===== src/rtl/drr_dequeue_ctrl.sv =====
// DRR dequeue sequencer: takes one queue grant, streams that queue's head packet with SOP/EOP framing.
// Optional per-queue packet/byte statistics with a registered read port: define DRR_DEQ_STATS_EN.
module drr_dequeue_ctrl #(
    parameter int PKT_QS_CNT = 4,
    parameter int DATA_W     = 64,
    localparam int IDX_W     = $clog2(PKT_QS_CNT),
    localparam int BW        = DATA_W / 8,
    localparam int LOG_BW    = $clog2(BW),
    localparam int EMP_W     = (BW > 1) ? $clog2(BW) : 1
) (
    input  logic                         clk_i,
    input  logic                         rst_n_i,
    input  logic [IDX_W-1:0]             sched_idx_i,
    input  logic                         sched_val_i,
    output logic                         sched_ready_o,
    input  logic [PKT_QS_CNT*16-1:0]     size_i,
    input  logic [PKT_QS_CNT*DATA_W-1:0] q_data_i,
    input  logic [PKT_QS_CNT-1:0]        q_empty_i,
    output logic [PKT_QS_CNT-1:0]        q_rd_o,
    output logic [DATA_W-1:0]            pkt_data_o,
    output logic                         pkt_val_o,
    output logic                         pkt_sop_o,
    output logic                         pkt_eop_o,
    output logic [EMP_W-1:0]             pkt_empty_o,
    input  logic                         pkt_ready_i,
    output logic                         busy_o,
`ifdef DRR_DEQ_STATS_EN
    input  logic [IDX_W-1:0]             stat_sel_i,
    output logic [31:0]                  stat_pkts_o,
    output logic [31:0]                  stat_bytes_o,
`endif
    output logic                         err_o
);

    localparam logic ST_IDLE = 1'b0;
    localparam logic ST_XFER = 1'b1;

    logic             state_q, state_d;
    logic [IDX_W-1:0] idx_q, idx_d;
    logic [16:0]      words_q, words_d;
    logic [EMP_W-1:0] pad_q, pad_d;
    logic [15:0]      sz_q, sz_d;
    logic             first_q, first_d;
    logic             err_q, err_d;

    logic [15:0]      sz_sel;
    logic [16:0]      words_calc;
    logic [EMP_W-1:0] pad_calc;
    logic             xfer, head_empty, hs, last;
    logic [DATA_W-1:0] head_data;

    assign sz_sel     = size_i[int'(sched_idx_i)*16 +: 16];
    assign words_calc = ({1'b0, sz_sel} + 17'(BW - 1)) >> LOG_BW;
    // Unused bytes in the last word: (BW - sz mod BW) mod BW, i.e. the negated low bits.
    assign pad_calc   = (BW > 1) ? (EMP_W'(0) - sz_sel[EMP_W-1:0]) : '0;

    assign xfer       = (state_q == ST_XFER);
    assign head_empty = q_empty_i[idx_q];
    assign head_data  = q_data_i[int'(idx_q)*DATA_W +: DATA_W];
    assign last       = (words_q == 17'd1);

    assign pkt_val_o     = xfer & ~head_empty;
    assign hs            = pkt_val_o & pkt_ready_i;
    assign pkt_data_o    = xfer ? head_data : '0;
    assign pkt_sop_o     = pkt_val_o & first_q;
    assign pkt_eop_o     = pkt_val_o & last;
    assign pkt_empty_o   = pkt_eop_o ? pad_q : '0;
    assign sched_ready_o = ~xfer;
    assign busy_o        = xfer;
    assign err_o         = err_q;

    always_comb begin
        q_rd_o = '0;
        if (hs) q_rd_o[idx_q] = 1'b1;
    end

    always_comb begin
        state_d = state_q;
        idx_d   = idx_q;
        words_d = words_q;
        pad_d   = pad_q;
        sz_d    = sz_q;
        first_d = first_q;
        err_d   = err_q;
        case (state_q)
            ST_IDLE: begin
                if (sched_val_i) begin
                    idx_d   = sched_idx_i;
                    words_d = words_calc;
                    pad_d   = pad_calc;
                    sz_d    = sz_sel;
                    first_d = 1'b1;
                    // A zero-size grant is dropped and flagged; nothing is popped.
                    if (sz_sel == 16'd0) err_d = 1'b1;
                    else                 state_d = ST_XFER;
                end
            end
            default: begin
                if (hs) begin
                    words_d = words_q - 17'd1;
                    first_d = 1'b0;
                    if (last) state_d = ST_IDLE;
                end
            end
        endcase
    end

    always_ff @(posedge clk_i or negedge rst_n_i) begin
        if (!rst_n_i) begin
            state_q <= ST_IDLE;
            idx_q   <= '0;
            words_q <= '0;
            pad_q   <= '0;
            sz_q    <= '0;
            first_q <= 1'b0;
            err_q   <= 1'b0;
        end else begin
            state_q <= state_d;
            idx_q   <= idx_d;
            words_q <= words_d;
            pad_q   <= pad_d;
            sz_q    <= sz_d;
            first_q <= first_d;
            err_q   <= err_d;
        end
    end

`ifdef DRR_DEQ_STATS_EN
    logic [31:0] pkt_cnt_q  [PKT_QS_CNT];
    logic [31:0] byte_cnt_q [PKT_QS_CNT];

    // Counters advance only on the EOP handshake, so an aborted packet is never counted.
    always_ff @(posedge clk_i or negedge rst_n_i) begin
        if (!rst_n_i) begin
            for (int i = 0; i < PKT_QS_CNT; i++) begin
                pkt_cnt_q[i]  <= '0;
                byte_cnt_q[i] <= '0;
            end
            stat_pkts_o  <= '0;
            stat_bytes_o <= '0;
        end else begin
            if (hs && last) begin
                pkt_cnt_q[idx_q]  <= pkt_cnt_q[idx_q] + 32'd1;
                byte_cnt_q[idx_q] <= byte_cnt_q[idx_q] + {16'd0, sz_q};
            end
            stat_pkts_o  <= pkt_cnt_q[stat_sel_i];
            stat_bytes_o <= byte_cnt_q[stat_sel_i];
        end
    end
`else
    logic unused_sz;
    assign unused_sz = ^sz_q;
`endif

endmodule


===== config.mk =====
export PLATFORM = sky130hd
export DESIGN_NAME = drr_dequeue_ctrl
export DESIGN_NICKNAME = d
export VERILOG_FILES = /design/src/rtl/drr_dequeue_ctrl.sv
export SDC_FILE = /design/constraint.sdc
export NUM_CORES = 1
export LEC_CHECK = 0
export ABC_AREA = 1
export BUFFER_PORTS_ARGS = -buffer_cell sky130_fd_sc_hd__buf_2
export CAP_MARGIN = 20
export CORE_AREA = 2 2 156 158
export DETAILED_ROUTE_END_ITERATION = 10
export DIE_AREA = 0 0 158 160
export PLACE_DENSITY_LB_ADDON = 0.05
export SLEW_MARGIN = 0
export SYNTH_ARGS = -nofsm -noshare
export SYNTH_HDL_FRONTEND = slang
export SYNTH_SLANG_ARGS = --single-unit

===== constraint.sdc =====
create_clock -name clk_i -period 1.6 [get_ports clk_i]
set_input_delay 0.32 -clock clk_i [delete_from_list [all_inputs] [get_ports clk_i]]
set_output_delay 0.32 -clock clk_i [all_outputs]
set_load 0.02 [all_outputs]

==> results of run 1 <==
area by class of cell:
| cell class | instances | area, um2 |
|---|---|---|
| antenna | 2 | 5.00 |
| tap | 324 | 405 |
| clock buffer | 4 | 78.8 |
| sequential | 25 | 632 |
| inverter | 50 | 236 |
| timing repair buffer | 542 | 3870 |
| fill | 2593 | 13900 |
| multi-input combinational | 606 | 4660 |
per-stage QoR:
step	area [um2]	std cells	worst slack, ns	total power [W]
floorplan	5680	747	-0.148	0.00688
global placement	8690	1527	-0.271	0.0101
detailed placement	8690	1527	-0.318	0.0100
finish	9890	1553	-0.479	0.0126
global route	9880	1552	-0.532	0.0134
CTS	9570	1545	-0.464	0.0124
layout by cell type (no fill, tap or decap), types with 4 or more instances in the layout:
master                        n
sky130_fd_sc_hd__buf_4      113
sky130_fd_sc_hd__nand3_2     34
sky130_fd_sc_hd__nand2_1    135
sky130_fd_sc_hd__nor2_4       7
sky130_fd_sc_hd__o21ai_1      5
sky130_fd_sc_hd__nand3b_1     5
sky130_fd_sc_hd__a21oi_1     14
sky130_fd_sc_hd__nand3_1    155
sky130_fd_sc_hd__a31oi_2     11
sky130_fd_sc_hd__a22oi_2     29
sky130_fd_sc_hd__nand2_2     14
sky130_fd_sc_hd__nor2_2       8
sky130_fd_sc_hd__a31oi_4     53
sky130_fd_sc_hd__nor2_1      34
sky130_fd_sc_hd__inv_2        6
sky130_fd_sc_hd__a22oi_1     38
sky130_fd_sc_hd__clkbuf_16    5
sky130_fd_sc_hd__dfrtp_1     22
sky130_fd_sc_hd__inv_1       34
sky130_fd_sc_hd__buf_16       9
sky130_fd_sc_hd__o21ai_0     15
sky130_fd_sc_hd__buf_12      15
sky130_fd_sc_hd__buf_2      340
sky130_fd_sc_hd__buf_6       58
sky130_fd_sc_hd__xnor2_1      4
sky130_fd_sc_hd__nand2_4     12
sky130_fd_sc_hd__buf_8        4
worst max-delay path by stage:
stage | start | depth (start not counted) | end
2_1_floorplan | words_q[9] | 8 | pkt_empty_o[0]
3_3_place_gp | idx_q[1] | 9 | pkt_empty_o[0]
3_5_place_dp | idx_q[1] | 9 | pkt_empty_o[1]
4_1_cts | idx_q[1] | 11 | pkt_empty_o[1]
5_1_grt | idx_q[0] | 11 | pkt_empty_o[1]
6_report | idx_q[1] | 7 | pkt_data_o[62]
layer usage:
metal | vias to the layer above | GRT usage | wire [um]
met5 | - | 0 | 24
met4 | 4 | 0.0254 | 262
met3 | 19 | 0.0331 | 1770
met2 | 257 | 0.400 | 14600
met1 | 3358 | 0.277 | 12600
li1 | 3640 | - | -
power by group through the flow:
stage	Combinational, W	Clock, W	Sequential [W]
finish	0.0110	0.000590	0.00103
global route	0.0117	0.000625	0.00106
CTS	0.0107	0.000598	0.00102
detailed placement	0.00901	0	0.00102
global placement	0.00908	0	0.00102
floorplan	0.00586	0	0.00102
sequential cells by signal, summed over array words and instances (netlist names):
register / count
words_q: 17
pad_q: 3
busy_o: 1
idx_q: 2
err_o: 1
first_q: 1
kinds of logic (layout without fill, tap and decap cells):
logic type / Yosys count / after routing / synth area share
xor+xnor: 5 / 5 / 0.00971
simple gates: 423 / 423 / 0.468
fa+ha+maj: 4 / 4 / 0.0111
buf+inv: 116 / 596 / 0.120
other cells: 0 / 2 / 0
compound gates: 174 / 174 / 0.252
flops: 25 / 25 / 0.139
tightest hold or removal path: cells and delay by family, from the launching register on:
| kind | cells | cell delay [ns] |
|---|---|---|
| AO/OA/AOI/OAI | 1 | 0.06 |
| flip-flops | 1 | 0.36 |
| AND/OR/NAND/NOR | 1 | 0.05 |
what timing repair did:
item / 4_1_cts / 5_1_grt
pin swaps: 11 / 6
hold buffers: 1 / 0
endpoints found under the setup margin: 94 / 97
cloned: 7 / 2
gates resized for setup: 168 / 56
setup buffers: 6 / 4
endpoints found under the hold margin: 5 / 0
==> impl_metrics.xml, run 1 <==
<?xml version="1.0" encoding="UTF-8"?>
<metrics>
  <group name="outcome">
    <metric name="outcome" unit="">finished with violations</metric>
    <metric name="failed_checks" unit="">setup timing</metric>
  </group>
  <group name="global_routing">
    <metric name="antenna_violations_before_repair" unit="">5</metric>
    <metric name="globalRouteOverflowTotal" unit="">0</metric>
    <metric name="grt_max_degree" unit="">33</metric>
    <metric name="first_global_vias" unit="">7412</metric>
    <metric name="grt_pass1_wl" unit="um">43000</metric>
    <metric name="groute.usage.overall" unit="">0.219</metric>
  </group>
  <group name="worst_setup_path">
    <metric name="critPathBufInv" unit="">4</metric>
    <metric name="crit_path_start_kind" unit="">flip-flop</metric>
    <metric name="cp_max_fo" unit="">20</metric>
    <metric name="critical-path-slowest-cell" unit="">sky130_fd_sc_hd__dfrtp_4</metric>
    <metric name="r2r_cells" unit="">14</metric>
    <metric name="worstReg2RegEnd" unit="">words_q[15]</metric>
    <metric name="timing.rr.start" unit="">idx_q[0]</metric>
    <metric name="timing.critical_path.slowest_cell_delay" unit="ns">0.52</metric>
    <metric name="critPathArrivalTime" unit="ns">1.76</metric>
    <metric name="worstSetupEndpointType" unit="">output pin</metric>
    <metric name="crit_family" unit="">buffers and inverters</metric>
    <metric name="cp_cell_sequence" unit="">inv_6, nand2_4, inv_8, buf_12, a22oi_2, a31oi_4, buf_6</metric>
    <metric name="worst_setup_slack_for_register_to_register_paths" unit="ns">-0.32</metric>
    <metric name="required" unit="ns">1.28</metric>
    <metric name="path_class" unit="">reg -&gt; out</metric>
  </group>
  <group name="layout">
    <metric name="fin_nets" unit="">1562</metric>
    <metric name="post_layout_utilization_of_the_core" unit="">0.415</metric>
    <metric name="area_delta_synth_final" unit="%">119</metric>
    <metric name="layout_cell_share_with_drive_strength_beyond_1" unit="">0.610</metric>
  </group>
  <group name="power">
    <metric name="pwr_density_cell" unit="mW/mm2">1280</metric>
    <metric name="power.net_switching" unit="W">0.00625</metric>
    <metric name="static-leakage-power" unit="nW">4.42</metric>
    <metric name="power_switching_share" unit="">0.494</metric>
    <metric name="pwr-share-comb" unit="">0.872</metric>
    <metric name="power.share.clock" unit="">0.047</metric>
    <metric name="vdd_drop_max" unit="uV">495</metric>
    <metric name="power_report.internal_total" unit="W">0.00639</metric>
    <metric name="share_seq_of_total_power" unit="">0.082</metric>
  </group>
  <group name="placed_design">
    <metric name="gp_congestion" unit="">0.836</metric>
    <metric name="io_buffer_count" unit="">406</metric>
    <metric name="detailed_place_hpwl" unit="um">23400</metric>
  </group>
  <group name="yosys">
    <metric name="synth.top_cells.by_count" unit="">180 x sky130_fd_sc_hd__nand3_1, 142 x sky130_fd_sc_hd__nand2_1, 67 x sky130_fd_sc_hd__a22oi_1</metric>
    <metric name="netlist_area" unit="mm2">0.00451</metric>
    <metric name="post_synth_num_cell_types" unit="">38</metric>
    <metric name="yosys.area.top_type" unit="">sky130_fd_sc_hd__nand3_1</metric>
    <metric name="gate_count_after_technology_mapping" unit="">747</metric>
    <metric name="synthesis.area_per_instance" unit="um2">6.04</metric>
    <metric name="synthArstFlopShare" unit="">1.00</metric>
    <metric name="yosys_register_bits" unit="">25</metric>
    <metric name="synthDominantCellAreaShare" unit="">0.200</metric>
    <metric name="yosys.cell_count.top_type" unit="">sky130_fd_sc_hd__nand3_1</metric>
    <metric name="top_post_synthesis_cells_by_area" unit="">sky130_fd_sc_hd__nand3_1 20%, sky130_fd_sc_hd__dfrtp_1 14%, sky130_fd_sc_hd__nand2_1 12%, sky130_fd_sc_hd__a22oi_1 11%, sky130_fd_sc_hd__a31oi_1 9.2%</metric>
    <metric name="ys_seq_area_frac" unit="">0.139</metric>
    <metric name="postSynth.topFlopCell" unit="">sky130_fd_sc_hd__dfrtp_1</metric>
    <metric name="ys.warnings.count" unit="">0</metric>
    <metric name="synth_edf_count" unit="">0</metric>
    <metric name="postSynthNetCount" unit="">1081</metric>
  </group>
  <group name="clock_tree">
    <metric name="clock_tree_from_tritoncts" unit="">built</metric>
    <metric name="tritoncts_num_sinks" unit="">25</metric>
    <metric name="clock_tree.buffer_depth" unit="">2</metric>
    <metric name="clock_tree.htree_level_count" unit="">1</metric>
    <metric name="numCtsBuffers" unit="">3</metric>
    <metric name="clkTransAtPathRegs" unit="ns">0.07</metric>
    <metric name="clock_latency_late_sink" unit="ns">0.26</metric>
    <metric name="clock-root-buffer" unit="">sky130_fd_sc_hd__clkbuf_16</metric>
  </group>
  <group name="timing">
    <metric name="layout_setup_ws" unit="ns">-0.479</metric>
    <metric name="final.setup_skew" unit="ns">0.00263</metric>
    <metric name="final-max-slew-violation-count" unit="">0</metric>
    <metric name="maxClockFrequency" unit="MHz">481</metric>
    <metric name="setup_repair_after_global_routing_missed_its_margin" unit="">true</metric>
    <metric name="worst-slew-pin-transition" unit="ns">0.416</metric>
    <metric name="final-setup-viol-count" unit="">94</metric>
    <metric name="period_needed" unit="ns">2.08</metric>
    <metric name="hold_slack" unit="ns">0.507</metric>
    <metric name="final-hold-violation-count" unit="">0</metric>
    <metric name="layout_worst_path_cycle_share" unit="">1.30</metric>
    <metric name="max-slew-margin-rel" unit="">0.722</metric>
    <metric name="fin_tns_setup" unit="ns">-33.56</metric>
  </group>
  <group name="floorplanning">
    <metric name="pin_count" unit="">407</metric>
    <metric name="num_rows" unit="">57</metric>
    <metric name="core_area" unit="mm2">0.0238</metric>
    <metric name="die_area" unit="mm2">0.0253</metric>
    <metric name="initial_utilization" unit="">0.189</metric>
    <metric name="dieWidth" unit="um">158</metric>
    <metric name="die_height" unit="um">160</metric>
  </group>
  <group name="worst_hold_path">
    <metric name="hp-class" unit="">reg -&gt; reg</metric>
    <metric name="hold_path_end" unit="">pad_q[0]</metric>
    <metric name="hp-start" unit="">pad_q[0]</metric>
    <metric name="number_of_cells_traversed_by_the_worst_hold_path" unit="">2</metric>
  </group>
  <group name="drt">
    <metric name="route.vias.total" unit="">7278</metric>
    <metric name="first_iter_violations" unit="">318</metric>
    <metric name="drc" unit="">0</metric>
    <metric name="vias_per_cell" unit="">4.69</metric>
    <metric name="postRouteAntennaNets" unit="">0</metric>
    <metric name="route.final.wire_length" unit="um">29300</metric>
    <metric name="drt-pass1-iter-count" unit="">5</metric>
    <metric name="detail_route.wl_per_cell" unit="um">18.8</metric>
  </group>
  <group name="job">
    <metric name="maxCapViolations" unit="">0</metric>
  </group>
</metrics>
Power figures use the tool's default switching activity.
==> run 2: changes to the inputs <==
PLACE_DENSITY_LB_ADDON = unset   (was 0.05)
clock period = 2.54 ns   (was 1.6 ns; I/O delays follow)
==> run 2 against run 1 <==
Largest power group unchanged. Critical path depth unchanged. Highest routed layer unchanged. Die area is the same. Register-to-register slack improved by 1.0 ns. Global-route usage is 4.7 points lower. Routed wire length fell by 20%. Sequential share of layout area is 2.8 points higher. The flow now finishes without violations. Clock power is 38% lower.
==> impl_metrics.xml, run 2 (synthesis gave the netlist of run 1 again) <==
<?xml version="1.0" encoding="UTF-8"?>
<metrics>
  <group name="layout">
    <metric name="layout_cell_share_with_drive_strength_beyond_1" unit="">0.439</metric>
    <metric name="fin_nets" unit="">1440</metric>
    <metric name="reg_top3" unit="">words_q (17), pad_q (3), idx_q (2)</metric>
    <metric name="fillers" unit="">2716</metric>
    <metric name="registers.top_by_ff_count" unit="">words_q</metric>
    <metric name="commonest_non_fill_non_tap_cell_in_the_layout" unit="">sky130_fd_sc_hd__buf_2</metric>
    <metric name="post_layout_utilization_of_the_core" unit="">0.289</metric>
    <metric name="area_delta_synth_final" unit="%">52.6</metric>
    <metric name="largest_reg_flops" unit="">17</metric>
    <metric name="final_cell_count_no_fill" unit="">1432</metric>
    <metric name="most_frequent_cells_in_the_layout" unit="">405 x sky130_fd_sc_hd__buf_2, 180 x sky130_fd_sc_hd__nand3_1, 142 x sky130_fd_sc_hd__nand2_1</metric>
  </group>
  <group name="worst_setup_path">
    <metric name="worstSetupEndpointType" unit="">output pin</metric>
    <metric name="path_class" unit="">reg -&gt; out</metric>
    <metric name="crit_path_start_kind" unit="">flip-flop</metric>
    <metric name="required" unit="ns">2.03</metric>
    <metric name="cp_max_fo" unit="">64</metric>
    <metric name="critPathArrivalTime" unit="ns">1.95</metric>
  </group>
  <group name="floorplanning">
    <metric name="die_height" unit="um">160</metric>
    <metric name="num_rows" unit="">57</metric>
    <metric name="die_area" unit="mm2">0.0253</metric>
    <metric name="initial_utilization" unit="">0.189</metric>
    <metric name="pin_count" unit="">407</metric>
    <metric name="core_area" unit="mm2">0.0238</metric>
    <metric name="dieWidth" unit="um">158</metric>
  </group>
  <group name="job">
    <metric name="maxCapViolations" unit="">0</metric>
  </group>
  <group name="timing">
    <metric name="hold_slack" unit="ns">0.238</metric>
    <metric name="setup_repair_after_global_routing_missed_its_margin" unit="">true</metric>
    <metric name="layout_worst_path_cycle_share" unit="">0.966</metric>
    <metric name="final-setup-viol-count" unit="">0</metric>
    <metric name="fin_tns_setup" unit="ns">0</metric>
    <metric name="worst-slew-pin-transition" unit="ns">0.671</metric>
    <metric name="period_needed" unit="ns">2.45</metric>
    <metric name="max-slew-margin-rel" unit="">0.552</metric>
    <metric name="final.setup_skew" unit="ns">0.00286</metric>
    <metric name="maxClockFrequency" unit="MHz">408</metric>
    <metric name="final-hold-violation-count" unit="">0</metric>
    <metric name="final-max-slew-violation-count" unit="">0</metric>
  </group>
  <group name="global_routing">
    <metric name="grt_max_degree" unit="">111</metric>
    <metric name="first_global_vias" unit="">6437</metric>
    <metric name="grt_pass1_wl" unit="um">34900</metric>
    <metric name="globalRouteOverflowTotal" unit="">0</metric>
    <metric name="antenna_violations_before_repair" unit="">6</metric>
    <metric name="groute.usage.overall" unit="">0.171</metric>
  </group>
  <group name="clock_tree">
    <metric name="clock_latency_late_sink" unit="ns">0.26</metric>
    <metric name="clkTransAtPathRegs" unit="ns">0.07</metric>
    <metric name="clock_tree.buffer_depth" unit="">2</metric>
    <metric name="clock-root-buffer" unit="">sky130_fd_sc_hd__clkbuf_16</metric>
    <metric name="numCtsBuffers" unit="">3</metric>
    <metric name="clock_tree_from_tritoncts" unit="">built</metric>
    <metric name="tritoncts_num_sinks" unit="">25</metric>
    <metric name="clock_tree.htree_level_count" unit="">1</metric>
    <metric name="cts_hold_repair.buffers" unit="">0</metric>
    <metric name="post_cts.repair.setup_buffers" unit="">0</metric>
    <metric name="post_cts.resized_instances" unit="">0</metric>
  </group>
  <group name="drt">
    <metric name="routed-wl-met3" unit="um">1880</metric>
    <metric name="drc" unit="">0</metric>
    <metric name="drt-pass1-iter-count" unit="">5</metric>
    <metric name="met2_wl_post_dr" unit="um">10800</metric>
    <metric name="route.vias.total" unit="">6985</metric>
    <metric name="route.final.wire_length" unit="um">23400</metric>
    <metric name="vias_per_cell" unit="">4.88</metric>
    <metric name="top_layer" unit="">met5</metric>
    <metric name="m1WireLength" unit="um">10200</metric>
    <metric name="postRouteAntennaNets" unit="">0</metric>
    <metric name="first_iter_violations" unit="">579</metric>
    <metric name="detail_route.wl_per_cell" unit="um">16.3</metric>
  </group>
  <group name="outcome">
    <metric name="outcome" unit="">finished clean</metric>
  </group>
  <group name="power">
    <metric name="power.total" unit="W">0.00504</metric>
    <metric name="pwr_density_cell" unit="mW/mm2">733</metric>
    <metric name="static-leakage-power" unit="nW">3.45</metric>
    <metric name="vdd_drop_max" unit="uV">478</metric>
  </group>
  <group name="placed_design">
    <metric name="gp_congestion" unit="">0.907</metric>
    <metric name="place.detailed.instances" unit="">1425</metric>
    <metric name="detailed_place_hpwl" unit="um">18500</metric>
    <metric name="io_buffer_count" unit="">406</metric>
  </group>
  <group name="worst_hold_path">
    <metric name="hp-class" unit="">in -&gt; async</metric>
  </group>
</metrics>
[run 2: through the flow]
stage / worst slack, ns / area (um2)
2_1_floorplan: 0.261 / 4510
3_3_place_gp: 0.296 / 6760
3_5_place_dp: 0.269 / 6760
4_1_cts: 0.0104 / 6840
5_1_grt: -0.0104 / 6870
6_report: 0.0866 / 6880
[run 2: worst max-delay path, stage by stage (launching register included)]
cell and delay (ns):
sky130_fd_sc_hd__dfrtp_4 0.52, sky130_fd_sc_hd__inv_2 0.10, sky130_fd_sc_hd__nand2_1 0.08, sky130_fd_sc_hd__inv_2 0.08, sky130_fd_sc_hd__buf_12 0.24, sky130_fd_sc_hd__a22oi_1 0.15
sky130_fd_sc_hd__a31oi_1 0.22, sky130_fd_sc_hd__buf_2 0.21
[run 2: path summary, 6_finish.rpt]
check	from	end	slack, ns	cells past startpoint
max in group asynchronous	rst_n_i	idx_q[1]	1.86	1
min in group clk_i	err_o	err_o	0.50	1
max reg2reg	idx_q[1]	words_q[1]	0.69	12
min	rst_n_i	pad_q[2]	0.24	1
max	idx_q[1]	pkt_data_o[56]	0.09	7
min reg2reg	err_o	err_o	0.50	1
[run 2: metal layers]
layer | GRT usage | vias to the layer above
li1 | - | 3386
met1 | 0.234 | 3201
met2 | 0.287 | 351
met3 | 0.0266 | 37
met4 | 0.0307 | 10
met5 | 0 | -
[run 2: area by class of cell]
class | instances | area, um2 | share of cell area
Sequential cell | 25 | 631 | 0.0917
Inverter | 50 | 200 | 0.0291
Clock buffer | 4 | 78.8 | 0.0115
Tap cell | 324 | 405 | 0.0589
Antenna cell | 3 | 7.51 | 0.00109
Timing Repair Buffer | 420 | 2190 | 0.318
Multi-Input combinational cell | 606 | 3370 | 0.489
[run 2: report_power, final]
group	switching (W)	internal, W	total [W]
combinational	0.00264	0.00135	0.00399
clock	0.000148	0.000215	0.000363
sequential	0.000142	0.000544	0.000687
==> run 3: changes to the inputs <==
PLACE_DENSITY = 0.58   (was unset)
==> run 3 against run 2 <==
Global-route usage up 0.30 points. Routed wire length up 4.5%. Combinational power up 5.3%. Critical endpoint is now pkt_data_o[35]. Critical path depth unchanged. Sequential share of layout area down 0.18 points. Total power up 4.2%. Sequential power about the same. Largest cell class unchanged. Via count up 1.5%. Die area unchanged. Clock power about the same. Maximum frequency down 0.33%. Critical path type unchanged.
==> impl_metrics.xml, run 3 (synthesis gave the netlist of run 1 again) <==
<?xml version="1.0" encoding="UTF-8"?>
<metrics>
  <group name="global_routing">
    <metric name="grt_max_degree" unit="">65</metric>
    <metric name="use_met1" unit="">0.230</metric>
    <metric name="antenna_violations_before_repair" unit="">5</metric>
    <metric name="first_global_vias" unit="">6560</metric>
    <metric name="grt_pass1_wl" unit="um">35300</metric>
    <metric name="gr-usage-met2" unit="">0.299</metric>
    <metric name="globalRouteOverflowTotal" unit="">0</metric>
    <metric name="grtUsageMet3" unit="">0.0312</metric>
    <metric name="global_route.peak_usage_layer" unit="">met2</metric>
    <metric name="groute.usage.overall" unit="">0.174</metric>
  </group>
  <group name="worst_setup_path">
    <metric name="critical-path-slowest-cell" unit="">sky130_fd_sc_hd__dfrtp_4</metric>
    <metric name="path_class" unit="">reg -&gt; out</metric>
    <metric name="critical-path-top-cell-by-count" unit="">sky130_fd_sc_hd__inv_2</metric>
    <metric name="worstSetupEndpointType" unit="">output pin</metric>
    <metric name="required" unit="ns">2.03</metric>
    <metric name="r2r_cells" unit="">12</metric>
    <metric name="worst_setup_slack_for_register_to_register_paths" unit="ns">0.57</metric>
    <metric name="timing.rr.start" unit="">idx_q[1]</metric>
    <metric name="critPathBufInv" unit="">4</metric>
    <metric name="worstReg2RegEnd" unit="">words_q[1]</metric>
    <metric name="critPathArrivalTime" unit="ns">1.95</metric>
    <metric name="endpoint" unit="">pkt_data_o[35]</metric>
    <metric name="crit_path_start_kind" unit="">flip-flop</metric>
    <metric name="cp_cell_sequence" unit="">inv_2, nand2_1, inv_2, buf_12, a22oi_1, a31oi_1, buf_2</metric>
    <metric name="crit_family" unit="">buffers and inverters</metric>
    <metric name="timing.critical_path.slowest_cell_delay" unit="ns">0.53</metric>
    <metric name="worstSetupPathDepth" unit="">7</metric>
    <metric name="setup.worst_path.start" unit="">idx_q[1]</metric>
    <metric name="cp_max_fo" unit="">32</metric>
  </group>
  <group name="drt">
    <metric name="first_iter_violations" unit="">591</metric>
    <metric name="route.final.wire_length" unit="um">24400</metric>
    <metric name="detail_route.wl_per_cell" unit="um">16.9</metric>
    <metric name="drc" unit="">0</metric>
    <metric name="vias_per_cell" unit="">4.91</metric>
    <metric name="route.vias.total" unit="">7088</metric>
    <metric name="postRouteAntennaNets" unit="">0</metric>
    <metric name="drt-pass1-iter-count" unit="">5</metric>
  </group>
  <group name="timing">
    <metric name="layout_worst_path_cycle_share" unit="">0.969</metric>
    <metric name="max-slew-margin-rel" unit="">0.606</metric>
    <metric name="maxClockFrequency" unit="MHz">406</metric>
    <metric name="final.setup_skew" unit="ns">0.00914</metric>
    <metric name="worst-slew-pin-transition" unit="ns">0.591</metric>
    <metric name="final-setup-viol-count" unit="">0</metric>
    <metric name="setup_repair_after_global_routing_missed_its_margin" unit="">true</metric>
    <metric name="final-hold-violation-count" unit="">0</metric>
    <metric name="layout_setup_ws" unit="ns">0.0785</metric>
    <metric name="period_needed" unit="ns">2.46</metric>
    <metric name="final-max-slew-violation-count" unit="">0</metric>
    <metric name="fin_tns_setup" unit="ns">0</metric>
  </group>
  <group name="layout">
    <metric name="most_frequent_cells_in_the_layout" unit="">406 x sky130_fd_sc_hd__buf_2, 180 x sky130_fd_sc_hd__nand3_1, 141 x sky130_fd_sc_hd__nand2_1</metric>
    <metric name="commonest_non_fill_non_tap_cell_in_the_layout" unit="">sky130_fd_sc_hd__buf_2</metric>
    <metric name="final_cell_area" unit="mm2">0.00702</metric>
    <metric name="largest_reg_flops" unit="">17</metric>
    <metric name="layout_cell_share_with_drive_strength_beyond_1" unit="">0.445</metric>
    <metric name="registers.top_by_ff_count" unit="">words_q</metric>
    <metric name="final_cell_count_no_fill" unit="">1443</metric>
    <metric name="fillers" unit="">2743</metric>
    <metric name="area_delta_synth_final" unit="%">55.6</metric>
    <metric name="fin_nets" unit="">1449</metric>
    <metric name="reg_top3" unit="">words_q (17), pad_q (3), idx_q (2)</metric>
  </group>
  <group name="clock_tree">
    <metric name="clkTransAtPathRegs" unit="ns">0.07</metric>
    <metric name="cts_hold_repair.buffers" unit="">0</metric>
    <metric name="clock_tree.buffer_depth" unit="">2</metric>
    <metric name="numCtsBuffers" unit="">3</metric>
    <metric name="tritoncts_num_sinks" unit="">25</metric>
    <metric name="clock-root-buffer" unit="">sky130_fd_sc_hd__clkbuf_16</metric>
    <metric name="clock_latency_late_sink" unit="ns">0.27</metric>
    <metric name="clock_tree.htree_level_count" unit="">1</metric>
    <metric name="clock_tree_from_tritoncts" unit="">built</metric>
  </group>
  <group name="outcome">
    <metric name="outcome" unit="">finished clean</metric>
  </group>
  <group name="job">
    <metric name="maxCapViolations" unit="">0</metric>
  </group>
  <group name="floorplanning">
    <metric name="initial_utilization" unit="">0.189</metric>
    <metric name="die_height" unit="um">160</metric>
    <metric name="core_area" unit="mm2">0.0238</metric>
    <metric name="die_area" unit="mm2">0.0253</metric>
    <metric name="num_rows" unit="">57</metric>
    <metric name="dieWidth" unit="um">158</metric>
    <metric name="pin_count" unit="">407</metric>
  </group>
  <group name="power">
    <metric name="pwr_density_cell" unit="mW/mm2">749</metric>
    <metric name="vdd_drop_max" unit="uV">321</metric>
    <metric name="static-leakage-power" unit="nW">3.52</metric>
  </group>
  <group name="placed_design">
    <metric name="post_dp_cell_area" unit="mm2">0.00682</metric>
    <metric name="io_buffer_count" unit="">406</metric>
    <metric name="detailed_place_hpwl" unit="um">18800</metric>
    <metric name="gp_congestion" unit="">0.939</metric>
    <metric name="place.detailed.instances" unit="">1431</metric>
    <metric name="post-place-ws" unit="ns">0.276</metric>
  </group>
  <group name="worst_hold_path">
    <metric name="hp-class" unit="">in -&gt; async</metric>
  </group>
</metrics>
## run 3: per-layer routing
layer / part of all wire / up-vias
met1: 0.42 / 3246
met2: 0.47 / 398
met3: 0.095 / 36
met4: 0.014 / 4
met5: 0.0013 / -
li1: - / 3404
## run 3: through the flow
step	utilization	total power [W]	hold WS (ns)
final	0.295	0.00525	0.245
after CTS	0.291	0.00514	0.266
after floorplan	-	0.00329	0.212
after global routing	0.294	0.00563	0.283
after detailed placement	0.286	0.00466	0.483
after global placement	0.286	0.00464	0.490
## run 3: worst min-delay path by stage
stage               startpoint     endpoint  slack [ns]  cells after the start
floorplan              rst_n_i       busy_o        0.21                      0
global placement         err_o        err_o        0.49                      1
detailed placement       err_o        err_o        0.48                      1
CTS                    rst_n_i   words_q[9]        0.27                      1
global route           rst_n_i  words_q[16]        0.28                      1
finish                 rst_n_i     pad_q[2]        0.24                      1
## run 3: final cells by class
| type | count | area (um2) | area share |
|---|---|---|---|
| multi-input combinational | 606 | 3370 | 0.480 |
| timing repair buffer | 429 | 2320 | 0.330 |
| sequential | 25 | 631 | 0.0899 |
| tap | 324 | 405 | 0.0578 |
| inverter | 50 | 203 | 0.0289 |
| clock buffer | 3 | 75.1 | 0.0107 |
| antenna | 5 | 12.5 | 0.00178 |
| clock inverter | 1 | 5.00 | 0.000713 |
## run 3: worst reg2reg max path, stage by stage, from the launching register on
cell	delay, ns
sky130_fd_sc_hd__dfrtp_4	0.53
sky130_fd_sc_hd__inv_2	0.10
sky130_fd_sc_hd__nand2_1	0.08
sky130_fd_sc_hd__inv_2	0.13
sky130_fd_sc_hd__nand2_1	0.07
sky130_fd_sc_hd__nand2_1	0.10
sky130_fd_sc_hd__nor2_4	0.06
sky130_fd_sc_hd__nand2_4	0.12
sky130_fd_sc_hd__nand2_4	0.16
sky130_fd_sc_hd__inv_2	0.26
sky130_fd_sc_hd__a21oi_1	0.06
sky130_fd_sc_hd__o21ai_0	0.07
sky130_fd_sc_hd__o21ai_0	0.10
## run 3: what timing repair did
item / in CTS / in global routing
resized for setup: 1 / 11
pin swaps: 0 / 0
setup buffers: 0 / 1
setup endpoints to repair: 1 / 59
cloned: 1 / 1
## run 3: power by group
part / internal, W / switching (W) / total, W
clock network: 0.000213 / 0.000152 / 0.000364
logic: 0.00145 / 0.00275 / 0.00420
registers: 0.000544 / 0.000140 / 0.000685
total: 0.00221 / 0.00304 / 0.00525
